===== src/rtl/pc_pkg.sv =====
// ---------------------------------------------------------------------------
// pc_pkg
// Shared definitions for the fetch-stage program-counter sequencer:
//   - pc_sel_e   : next-PC source select (jump / branch / hold / increment)
//   - step_log2  : log2 of a power-of-two PC step (alignment bit count)
//   - PC_WIDTH / PC_STEP : default PC width and step shared with fetch/decode
// ---------------------------------------------------------------------------
package pc_pkg;

    localparam int PC_WIDTH = 16;
    localparam int PC_STEP  = 1;

    typedef enum logic [1:0] {
        SEL_JMP  = 2'd0,
        SEL_BR   = 2'd1,
        SEL_HOLD = 2'd2,
        SEL_INC  = 2'd3
    } pc_sel_e;

    // Number of low PC bits that must be zero for a STEP-aligned address.
    function automatic int step_log2(input longint unsigned value);
        int result;
        result = 0;
        for (int i = 0; i < 63; i++) begin
            if ((64'd1 << i) == value) begin
                result = i;
            end
        end
        return result;
    endfunction

endpackage


===== src/rtl/pc_adder.sv =====
// ---------------------------------------------------------------------------
// pc_adder
// WIDTH-bit unsigned adder with carry-out; serves both PC+STEP and
// PC+branch-offset (two's-complement offsets wrap naturally mod 2^WIDTH).
// Ports:
//   a, b  : input  [WIDTH-1:0] operands
//   sum   : output [WIDTH-1:0] (a + b) mod 2^WIDTH
//   cout  : output             carry out of bit WIDTH-1
// ---------------------------------------------------------------------------
module pc_adder #(
    parameter int WIDTH = 16
) (
    input  logic [WIDTH-1:0] a,
    input  logic [WIDTH-1:0] b,
    output logic [WIDTH-1:0] sum,
    output logic             cout
);

    assign {cout, sum} = {1'b0, a} + {1'b0, b};

endmodule


===== src/rtl/pc_sequencer.sv =====
// ---------------------------------------------------------------------------
// pc_sequencer
// Program-counter register for the fetch stage. Each cycle the PC is loaded
// from (highest priority first): absolute jump, relative branch, hold on
// stall, or sequential increment by STEP. Redirect targets are forced to
// STEP alignment; a misaligned request raises a one-cycle MISALIGN pulse.
//
// Optional build macro: PC_TRAP_EN
//   defined   : an increment that carries out loads TRAP_VECTOR and pulses trap
//   undefined : the increment wraps modulo 2^WIDTH, trap is tied low
//
// Ports:
//   clk, rst_n : clock (rising edge), asynchronous active-low reset
//   stall      : hold PC this cycle (overridden by jmp / br_taken)
//   br_taken   : relative branch request, target pc + br_offset
//   br_offset  : [WIDTH-1:0] two's-complement branch offset
//   jmp        : absolute jump request (wins over br_taken)
//   jmp_addr   : [WIDTH-1:0] jump target
//   pc         : [WIDTH-1:0] registered current PC
//   pc_plus    : [WIDTH-1:0] pc + STEP, combinational (link address)
//   wrap       : pulse, last sequential increment carried out
//   misalign   : pulse, last accepted redirect target had low bits set
//   adv_cnt    : [CNT_WIDTH-1:0] count of sequential increments taken
//   trap       : pulse, increment overflow trapped (PC_TRAP_EN only)
// ---------------------------------------------------------------------------
module pc_sequencer
    import pc_pkg::*;
#(
    parameter int               WIDTH        = PC_WIDTH,
    parameter int               STEP         = PC_STEP,
    parameter logic [WIDTH-1:0] RESET_VECTOR = '0,
    parameter int               CNT_WIDTH    = 32,
    parameter logic [WIDTH-1:0] TRAP_VECTOR  = '0
) (
    input  logic                 clk,
    input  logic                 rst_n,
    input  logic                 stall,
    input  logic                 br_taken,
    input  logic [WIDTH-1:0]     br_offset,
    input  logic                 jmp,
    input  logic [WIDTH-1:0]     jmp_addr,
    output logic [WIDTH-1:0]     pc,
    output logic [WIDTH-1:0]     pc_plus,
    output logic                 wrap,
    output logic                 misalign,
    output logic [CNT_WIDTH-1:0] adv_cnt,
    output logic                 trap
);

    localparam int               ALIGN_BITS = step_log2(longint'(STEP));
    localparam logic [WIDTH-1:0] STEP_W     = WIDTH'(STEP);
    localparam logic [WIDTH-1:0] LOW_MASK   = WIDTH'((64'd1 << ALIGN_BITS) - 64'd1);

    // Elaboration-time parameter sanity.
    if (WIDTH < 4 || STEP < 1 || (STEP & (STEP - 1)) != 0) begin : g_bad_step
        $error("pc_sequencer: WIDTH must be >= 4 and STEP a power of two");
    end
    if ((RESET_VECTOR & LOW_MASK) != '0 || (TRAP_VECTOR & LOW_MASK) != '0) begin : g_bad_vector
        $error("pc_sequencer: RESET_VECTOR and TRAP_VECTOR must be STEP-aligned");
    end

    pc_sel_e          sel;
    logic [WIDTH-1:0] br_sum;
    logic             br_cout_unused;
    logic             inc_cout;

    logic [WIDTH-1:0] pc_next;
    logic             wrap_next;
    logic             misalign_next;
    logic             trap_next;
    logic             adv_en;

    pc_adder #(.WIDTH(WIDTH)) u_inc_adder (
        .a    (pc),
        .b    (STEP_W),
        .sum  (pc_plus),
        .cout (inc_cout)
    );

    pc_adder #(.WIDTH(WIDTH)) u_br_adder (
        .a    (pc),
        .b    (br_offset),
        .sum  (br_sum),
        .cout (br_cout_unused)
    );

    // Source select; redirects override stall (pipeline flush).
    // NOTE: every always_comb output gets a default first so no latch is inferred.
    always_comb begin
        sel = SEL_INC;
        if (jmp) begin
            sel = SEL_JMP;
        end else if (br_taken) begin
            sel = SEL_BR;
        end else if (stall) begin
            sel = SEL_HOLD;
        end
    end

    // Next-state values for the PC, flags and counter enable.
    always_comb begin
        pc_next       = pc;
        wrap_next     = 1'b0;
        misalign_next = 1'b0;
        trap_next     = 1'b0;
        adv_en        = 1'b0;
        unique case (sel)
            SEL_JMP: begin
                pc_next       = jmp_addr & ~LOW_MASK;
                misalign_next = |(jmp_addr & LOW_MASK);
            end
            SEL_BR: begin
                pc_next       = br_sum & ~LOW_MASK;
                misalign_next = |(br_sum & LOW_MASK);
            end
            SEL_HOLD: begin
                pc_next = pc;
            end
            SEL_INC: begin
                pc_next   = pc_plus;
                wrap_next = inc_cout;
                adv_en    = 1'b1;
`ifdef PC_TRAP_EN
                if (inc_cout) begin
                    pc_next   = TRAP_VECTOR;
                    trap_next = 1'b1;
                end
`endif
            end
            default: begin
                pc_next = pc;
            end
        endcase
    end

    // NOTE: sequential state uses non-blocking assignments; reset is asynchronous.
    always_ff @(posedge clk or negedge rst_n) begin
        if (!rst_n) begin
            pc       <= RESET_VECTOR;
            wrap     <= 1'b0;
            misalign <= 1'b0;
            adv_cnt  <= '0;
        end else begin
            pc       <= pc_next;
            wrap     <= wrap_next;
            misalign <= misalign_next;
            if (adv_en) begin
                adv_cnt <= adv_cnt + CNT_WIDTH'(1);
            end
        end
    end

`ifdef PC_TRAP_EN
    always_ff @(posedge clk or negedge rst_n) begin
        if (!rst_n) begin
            trap <= 1'b0;
        end else begin
            trap <= trap_next;
        end
    end
`else
    assign trap = 1'b0;
    logic trap_next_unused;
    assign trap_next_unused = trap_next;
`endif

endmodule

===== config.mk =====
export PLATFORM = sky130hd
export DESIGN_NAME = pc_sequencer
export DESIGN_NICKNAME = d
export VERILOG_FILES = /design/src/rtl/pc_pkg.sv /design/src/rtl/pc_adder.sv /design/src/rtl/pc_sequencer.sv
export SDC_FILE = /design/constraint.sdc
export NUM_CORES = 1
export LEC_CHECK = 0
export CELL_PAD_IN_SITES_DETAIL_PLACEMENT = 0
export CELL_PAD_IN_SITES_GLOBAL_PLACEMENT = 2
export CORE_MARGIN = 2
export CORE_UTILIZATION = 28
export CTS_BUF_LIST = sky130_fd_sc_hd__clkbuf_8
export DETAILED_ROUTE_END_ITERATION = 12
export PLACE_DENSITY_LB_ADDON = 0.1
export SLEW_MARGIN = 20
export SYNTH_ARGS = -nofsm -noshare
export SYNTH_HDL_FRONTEND = slang
export SYNTH_SLANG_ARGS = --single-unit

===== constraint.sdc =====
create_clock -name clk -period 2.4 [get_ports clk]
set_input_delay 0.24 -clock clk [delete_from_list [all_inputs] [get_ports clk]]
set_output_delay 0.24 -clock clk [all_outputs]
set_load 0.02 [all_outputs]

==> results.cfg, run 1 <==
[setup_path]
ff2ff_setup_slack_ns = 0.16
crit_path_start = pc[3]$_DFFE_PN0P_
cp.required_ns = 2.16
r2r_start = pc[0]$_DFFE_PN0P_
path_max_fanout = 3
cp-endpoint = pc_plus[15]
timing.critical_path.buf_inv = 1
cp.arrival_ns = 2.03
path_depth = 5
rr_worst_depth = 10
crit_slowest_cell = or3_4
critPathTopFamily = simple AND/OR/NAND/NOR gates
crit_path_cell_trace = nand4_1 > or3_4 > nor3_2 > xor2_1 > clkdlybuf4s15_2
critPathCaptureType = primary output
r2r_end = pc[10]$_DFFE_PN0P_
critPathMaxStageDelay_ns = 0.43
critPathLaunchType = register
path_class = reg2out

[cells_and_area]
final_area_sq_um = 4960
final_core_util_pct = 41.5
drive_above_1_share_pct = 13.7
fillers = 1258
syn_to_final_growth_pct = 45.0
diodes = 0
nets = 579

[yosys]
synth.largest_area_cell = dfrtp_1
syn-cell-area_sq_um = 3420
ys_ff_latch = 49
yosysSeqAreaShare_pct = 35.9
synthCells = 389
yosysTopAreaCellShare_pct = 35.9
yosysUniqueCellTypes = 49
syn_avg_cell_area_sq_um = 8.79
synth.area.top_cells = dfrtp_1, xnor2_1, ha_1
synthArstFlopShare_pct = 100
synth_ff_type = dfrtp_1
synth-edff-count = 0
synth-warning-count = 0

[floorplan]
dieArea_sq_um = 13100
io_pins = 104
fp-row-count = 40
initial_core_util_pct = 28.6
die_h_um = 115
die_x_um = 115
coreArea_sq_um = 12000

[power_and_ir_drop]
peakVddDrop_mv = 0.223
powerDensity_nw_per_um2 = 599
leakage_nw = 2.08

[global_routing]
grt_pass1_wl_um = 17000
grt_max_degree = 29
grt_pass1_vias = 3267
overflow = 0
grt_usage_pct = 16.5
antenna_found_initial = 0

[sta]
tightest_slew_ns = 0.690
setup_viol = 0
min_period_ns = 2.27
fin_crit_sh_pct = 94.7
hold_viol = 0
drv_slew = 0
fin_worst_skew_ns = 0.00881
max_freq_mhz = 440
relSlewSlack_pct = 54.0
rsz0062_at_grt = false

[placement]
place_hpwl_um = 8390
globalplace.congestion = 0.810
postPlaceCellArea_sq_um = 4820
io_buffers = 101

[job]
cap_violations = 0

[clock_network]
cts-root-buf = clkbuf_8
htreeDepth = 2
clockBufferDepth = 2
clock_latency_ns = 0.31
clock_sinks = 49
cts_tree = built
cts_buffers = 5
clk_pin_slew_ns = 0.10

[detailed_routing]
final_antenna_net_count = 0
drtPass1Iterations = 4
vias_per_cell = 4.83
wl_per_cell_um = 15.8
drcViolationCount = 0
drt_iter0_markers = 105
vias = 3248
routed_wl_um = 10600

[min_path]
hold_path_class = in2async

[status]
outcome = complete, no violations
==> state kept, by name, summed over array words and instances (netlist names) <==
signal   cells
pc          16
wrap         1
adv_cnt     32
==> cells in the final DEF (no fill, tap or decap), drive strengths merged, types with 9 or more instances in the layout <==
cell,netlist,routed
clkdlybuf4s50,0,89
dfrtp,49,49
nand2,46,46
xnor2,45,45
buf,6,40
nor2,30,30
a21oi,21,21
xor2,20,20
nand4,18,18
nor3,18,18
nand3,17,17
ha,17,17
o21ai,15,15
inv,13,14
and3,10,10
o22ai,9,9
==> worst reg2reg max path: cells and delay by family, from the launching register on <==
family / cells / cell delay (ns)
adder cells (fa/ha/maj): 2 / 0.51
flip-flops: 1 / 0.42
buffers and inverters: 2 / 0.18
AO/OA/AOI/OAI: 4 / 0.75
AND/OR/NAND/NOR: 2 / 0.29
==> worst min-delay path by stage <==
stage / from / end / cells past startpoint / slack, ns
after global placement: rst_n / pc[13]$_DFFE_PN0P_ / 1 / 0.33
final: rst_n / pc[13]$_DFFE_PN0P_ / 2 / 0.49
after CTS: jmp_addr[1] / pc[1]$_DFFE_PN0P_ / 3 / 0.49
after floorplan: rst_n / adv_cnt[0]$_DFFE_PN0P_ / 0 / -0.06
after detailed placement: rst_n / pc[13]$_DFFE_PN0P_ / 1 / 0.34
after global routing: jmp_addr[1] / pc[1]$_DFFE_PN0P_ / 3 / 0.49
==> through the flow <==
stage          hold WS, ns  cells  power (W)  TNS (ns)  worst slack (ns)
6_report             0.493    672    0.00297         0             0.128
5_1_grt              0.493    672    0.00318         0           0.00829
4_1_cts              0.492    670    0.00299         0           0.00218
3_5_place_dp         0.340    661    0.00247    -0.341            -0.122
3_3_place_gp         0.335    661    0.00246    -0.291            -0.100
2_1_floorplan      -0.0556    390    0.00182         0             0.125
==> synth_stat cells, types with 4 or more instances <==
| master | count |
|---|---|
| ha_1 | 17 |
| a211oi_1 | 5 |
| inv_1 | 12 |
| nor3_1 | 14 |
| xor2_1 | 20 |
| nand3_1 | 17 |
| o21a_1 | 4 |
| a21oi_1 | 21 |
| buf_4 | 4 |
| o22ai_1 | 9 |
| dfrtp_1 | 49 |
| xnor2_1 | 44 |
| clkbuf_1 | 7 |
| o21ai_0 | 15 |
| nor2_1 | 30 |
| or3_1 | 6 |
| nand2_1 | 46 |
| nand4_1 | 18 |
| and4_1 | 5 |
| and3_1 | 9 |
==> report_power, final <==
part | leakage, nW | switching [W] | internal [W]
Sequential | 0.626 | 0.0000932 | 0.000909
Clock | 0.0447 | 0.000323 | 0.000212
Combinational | 1.41 | 0.000758 | 0.000675
==> layout make-up <==
cell class,count,area [sq um],area share [%]
clock buffer,5,68.8,1.39
tap,147,184,3.71
timing repair buffer,141,1300,26.1
multi-input combinational,314,2110,42.6
inverter,13,48.8,0.984
sequential,49,1230,24.7
clock inverter,3,25.0,0.505
==> cells by family after synthesis <==
| family | Yosys count | share of synthesized area [%] |
|---|---|---|
| compound gates | 66 | 12.0 |
| xor+xnor | 65 | 16.9 |
| simple gates | 160 | 23.9 |
| fa+ha+maj | 18 | 6.81 |
| mux | 3 | 0.951 |
| flops | 49 | 35.9 |
| buf+inv | 27 | 3.51 |
| other cells | 1 | 0.110 |
==> layer usage <==
metal	vias to the layer above	wire length (um)	track usage [%]
li1	1635	-	-
met1	1543	5100	22.6
met2	65	5000	27.5
met3	5	419	2.75
met4	0	66	3.01
met5	-	0	0
==> timing repair <==
action                     4_1_cts  5_1_grt
pin swaps                        0        3
resized for setup               13       19
hold buffers                     1        0
hold endpoints to repair        26        0
setup buffers                    0        2
setup endpoints to repair       10       12
No activity file was read; power rests on OpenSTA's default activity.
==> inputs of run 2 (changes only) <==
- ABC_AREA: default -> 1
- CORE_UTILIZATION: 28 -> 27
- HOLD_SLACK_MARGIN: default -> 0.12
- MAX_ROUTING_LAYER: default -> met4
==> results.cfg, run 2 <==
[floorplan]
die_h_um = 128
die_x_um = 128
io_pins = 104
coreArea_sq_um = 15100
dieArea_sq_um = 16300
fp-row-count = 45
initial_core_util_pct = 27.4

[setup_path]
cp-endpoint = pc_plus[10]
rr_worst_depth = 12
path_class = reg2out
critPathLaunchType = register
critPathMaxStageDelay_ns = 0.60
path_max_fanout = 6
cp.arrival_ns = 2.02
ff2ff_setup_slack_ns = 0.30
crit_slowest_cell = clkdlybuf4s50_1
crit_top_cell = nand2_1
r2r_end = pc[8]$_DFFE_PN0P_
r2r_start = pc[0]$_DFFE_PN0P_
crit_path_cell_trace = nand2_1 > nor2_2 > nand3_1 > nand2_1 > nand2_1 > inv_1 > clkdlybuf4s50_1
critPathCaptureType = primary output
crit_path_start = pc[7]$_DFFE_PN0P_
cp.required_ns = 2.16

[detailed_routing]
drt_iter0_markers = 314
drcViolationCount = 0
vias_per_cell = 4.55
wl_per_cell_um = 14.6
vias = 4366
routed_wl_um = 14000
drtPass1Iterations = 5
final_antenna_net_count = 0

[yosys]
yosysUniqueCellTypes = 36
synth-warning-count = 0
yosysSeqAreaShare_pct = 29.7
yosysTopAreaCellShare_pct = 29.7
synthCells = 649
syn_avg_cell_area_sq_um = 6.37
synth.area.top_cells = dfrtp_1, nand2_1, inv_1
synthArstFlopShare_pct = 100
syn-cell-area_sq_um = 4130
synth_ff_type = dfrtp_1
synth_commonest_cells = nand2_1, inv_1, nor2_1
synth.largest_area_cell = dfrtp_1
ys_ff_latch = 49
synth.most_common_cell = nand2_1
synth-edff-count = 0

[power_and_ir_drop]
comb_power_share_pct = 47.9
power_frac_seq_pct = 33.7
peakVddDrop_mv = 0.267
p_int_w = 0.00177
powerDensity_nw_per_um2 = 546
netSwitchingFraction_pct = 42.0
switchingPower_w = 0.00128
leakage_nw = 2.77
power.share.clock_pct = 18.4

[global_routing]
overflow = 0
antenna_found_initial = 0
grt_max_degree = 50
grt_pass1_vias = 4261
grt_pass1_wl_um = 22700
grt_usage_pct = 18.3

[clock_network]
cts-root-buf = clkbuf_8
clock_latency_ns = 0.31
cts_tree = built
htreeDepth = 2
post-cts-setup-buffers = 0
cts_buffers = 5
clock_sinks = 49
clockBufferDepth = 2
clk_pin_slew_ns = 0.09

[sta]
worst_hold_slack_ns = 0.513
tightest_slew_ns = 0.682
drv_slew = 0
setup_viol = 0
fin_worst_skew_ns = 0.0127
fin_setup_tns_ns = 0
hold_viol = 0
rsz0062_at_grt = false
max_freq_mhz = 442
relSlewSlack_pct = 54.5
min_period_ns = 2.26
fin_crit_sh_pct = 94.3

[cells_and_area]
largest_reg_flops = 32
drive_above_1_share_pct = 7.39
final_common_cell = nand2_1
diodes = 0
regMostFlops = adv_cnt
nets = 825
reg_top3 = adv_cnt (32), pc (16), wrap (1)
final_cell_mix = nand2_1, clkdlybuf4s50_1, inv_1
fillers = 1686
syn_to_final_growth_pct = 35.5

[job]
cap_violations = 0

[placement]
io_buffers = 101
globalplace.congestion = 0.835
place_hpwl_um = 11300

[min_path]
hp-start = adv_cnt[28]$_DFFE_PN0P_
hold_path_class = reg2reg

[status]
outcome = complete, no violations
==> run 2: cell types whose count changed after synthesis, moves of 9 or more <==
cell,before,now
inv_1,12,89
nand2_1,46,252
nand3_1,17,42
nand4_1,18,9
nor2_1,30,55
xnor2_1,44,10
==> run 2: per-layer routing <==
metal	GRT usage [%]	part of all wire, %	up-vias
met5	-	0	-
met4	2.20	0.48	0
met3	2.55	4.3	7
met2	25.3	39	106
met1	28.7	56	1988
li1	-	-	2265
==> run 2: power by group through the flow <==
stage / sequential [W] / clock (W) / combinational [W]
after floorplan: 0.00115 / 0 / 0.000707
after global placement: 0.00104 / 0 / 0.00148
after detailed placement: 0.00104 / 0 / 0.00148
after CTS: 0.00103 / 0.000592 / 0.00148
after global routing: 0.00105 / 0.000621 / 0.00163
final: 0.00103 / 0.000563 / 0.00146
==> run 2: how the worst min path moves through the flow <==
stage | endpoint | depth (start not counted) | slack (ns)
floorplan | adv_cnt[0]$_DFFE_PN0P_ | 0 | -0.06
global placement | wrap$_DFF_PN0_ | 2 | 0.42
detailed placement | wrap$_DFF_PN0_ | 2 | 0.42
CTS | adv_cnt[28]$_DFFE_PN0P_ | 1 | 0.51
global route | adv_cnt[28]$_DFFE_PN0P_ | 1 | 0.54
finish | adv_cnt[28]$_DFFE_PN0P_ | 1 | 0.51
==> run 2: logic make-up after synthesis <==
kind of cell	Yosys count	synth area share (%)
flip-flops	49	29.7
XOR/XNOR	35	7.42
other	1	0.0907
AND/OR/NAND/NOR	404	42.0
AO/OA/AOI/OAI	40	5.54
buffers and inverters	102	9.69
adder cells (fa/ha/maj)	18	5.63
==> run 2: metrics by stage <==
step                      setup slack [ns]  utilization (%)  total power, W  instances  cell area, sq um
after global placement              0.0346             36.3         0.00253        950              5480
after global routing               0.00432             37.1         0.00330        959              5600
final                                0.138             37.1         0.00306        959              5600
after floorplan                      0.303                -         0.00186        650              4140
after detailed placement           0.00945             36.3         0.00253        950              5480
after CTS                           0.0140             37.1         0.00311        959              5600
==> run 2: critical path, delay by kind of cell (launching register included) <==
family	cells	cell delay (ns)
simple gates	5	0.58
flops	1	0.46
buf+inv	2	0.68
==> run 2: layout make-up <==
class,instances,area [sq um],area share [%]
Clock buffer,7,96.3,1.72
Clock inverter,1,5.00,0.0893
Inverter,91,342,6.10
Multi-Input combinational cell,499,2520,45.0
Sequential cell,49,1230,21.9
Tap cell,188,235,4.20
Timing Repair Buffer,124,1170,20.9
==> run 2: timing repair <==
action / CTS / global route
hold endpoints to repair: 49 / 0
gates resized for setup: 13 / 5
hold buffers: 1 / 0
pin swaps: 0 / 1
endpoints found under the setup margin: 11 / 4
==> inputs of run 3 (changes only) <==
- CAP_MARGIN: default -> 15
- CORE_MARGIN: 2 -> default
==> results.cfg, run 3 (synthesis gave the netlist of run 2 again) <==
[setup_path]
timing.critical_path.buf_inv = 2
crit_path_cell_trace = inv_1 > nor2_1 > nand2_2 > nor2_1 > xor2_1 > clkdlybuf4s15_1
critPathCaptureType = primary output
rr_worst_depth = 9
r2r_start = pc[7]$_DFFE_PN0P_
cp.required_ns = 2.16
crit_top_cell = nor2_1
cp.arrival_ns = 2.03
critPathLaunchType = register
r2r_end = pc[9]$_DFFE_PN0P_
path_class = reg2out
ff2ff_setup_slack_ns = 0.29
critPathTopFamily = simple AND/OR/NAND/NOR gates
critPathMaxStageDelay_ns = 0.44
path_max_fanout = 7
crit_slowest_cell = dfrtp_2

[global_routing]
overflow = 0
antenna_found_initial = 0
grt_max_degree = 27
grt_pass1_vias = 4156
grt_pass1_wl_um = 22600
grt_usage_pct = 18.9

[sta]
tightest_slew_ns = 0.683
worst_slack_ns = 0.129
max_freq_mhz = 440
hold_viol = 0
min_period_ns = 2.27
fin_worst_skew_ns = 0.0121
fin_crit_sh_pct = 94.6
setup_viol = 0
relSlewSlack_pct = 54.4
drv_slew = 0

[cells_and_area]
fillers = 1629
syn_to_final_growth_pct = 36.1
reg_top3 = adv_cnt (32), pc (16), wrap (1)
final_cell_mix = nand2_1, inv_1, clkdlybuf4s50_1
diodes = 0
regMostFlops = adv_cnt
layout.cells.non_filler = 956
largest_reg_flops = 32
drive_above_1_share_pct = 7.90
nets = 827
final_common_cell = nand2_1

[placement]
place_hpwl_um = 11500
io_buffers = 101
dp_slack_ns = 0.0200
placed_cells = 945
globalplace.congestion = 0.819

[clock_network]
cts_tree = built
htreeDepth = 2
clk_pin_slew_ns = 0.10
clock_sinks = 49
cts-root-buf = clkbuf_8
clockBufferDepth = 2
cts_buffers = 5
clock_latency_ns = 0.31

[detailed_routing]
vias_per_cell = 4.52
drcViolationCount = 0
routed_wl_um = 14200
drt_iter0_markers = 215
wl_per_cell_um = 14.9
drtPass1Iterations = 4
vias = 4321
final_antenna_net_count = 0

[floorplan]
die_h_um = 126
dieArea_sq_um = 15800
io_pins = 104
die_x_um = 126
initial_core_util_pct = 28.0
fp-row-count = 44
coreArea_sq_um = 14800

[power_and_ir_drop]
leakage_nw = 2.81
powerDensity_nw_per_um2 = 538
peakVddDrop_mv = 0.366
fin_total_pwr_w = 0.00303

[job]
cap_violations = 0

[min_path]
hold_path_class = in2async

[status]
outcome = complete, no violations
-- run 3: layout make-up --
type | count | area [sq um] | area share, %
clock buffer | 6 | 82.6 | 1.47
clock inverter | 1 | 3.75 | 0.0667
inverter | 91 | 342 | 6.07
multi-input combinational | 499 | 2530 | 44.9
sequential | 49 | 1230 | 22.0
tap | 184 | 230 | 4.09
timing repair buffer | 126 | 1200 | 21.4
-- run 3: what timing repair did --
item,CTS,global route
hold endpoints to repair,24,0
hold buffers,1,0
gates cloned,0,0
endpoints found under the setup margin,11,10
buffers inserted,0,3
gates resized for setup,13,10
-- run 3: where the power goes --
group,total (W),internal [W],switching (W)
Combinational,0.00146,0.000600,0.000856
Clock,0.000518,0.000226,0.000292
Sequential,0.00105,0.000919,0.000134
Total,0.00303,0.00174,0.00128
-- run 3: worst max path at each step --
stage / slack, ns / startpoint / endpoint / cells past startpoint
after floorplan: 0.30 / pc[0]$_DFFE_PN0P_ / pc[8]$_DFFE_PN0P_ / 12
after global placement: 0.07 / br_offset[0] / pc[8]$_DFFE_PN0P_ / 13
after detailed placement: 0.02 / br_offset[0] / pc[8]$_DFFE_PN0P_ / 13
after CTS: 0.00006 / pc[4]$_DFFE_PN0P_ / pc_plus[6] / 5
after global routing: -0.01 / pc[0]$_DFFE_PN0P_ / pc_plus[9] / 6
final: 0.13 / pc[0]$_DFFE_PN0P_ / pc_plus[9] / 6
-- run 3: worst register-to-register path: stages, from the launching register on --
cell	delay (ns)
dfrtp_2	0.45
buf_4	0.16
ha_1	0.35
nand2_1	0.07
inv_1	0.15
nand2_1	0.16
a31oi_1	0.34
o21ai_0	0.14
nand3_1	0.12
nand3_1	0.08
-- run 3: layer usage --
layer / wire (um) / vias up / global-route usage (%) / share of wire (%)
met1: 7920 / 1944 / 29.4 / 56
met2: 5600 / 96 / 25.9 / 39
met4: 102 / 0 / 2.58 / 0.72
met5: 0 / - / - / 0
li1: - / 2271 / - / -
met3: 599 / 10 / 2.59 / 4.2
-- run 3: through the flow --
step	area [sq um]	hold slack (ns)	utilization (%)	TNS (ns)
2_1_floorplan	4140	-0.0556	-	0
3_3_place_gp	5470	0.326	37.1	0
3_5_place_dp	5470	0.331	37.1	0
4_1_cts	5580	0.521	37.8	0
5_1_grt	5630	0.546	38.1	-0.0127
6_report	5630	0.501	38.1	0
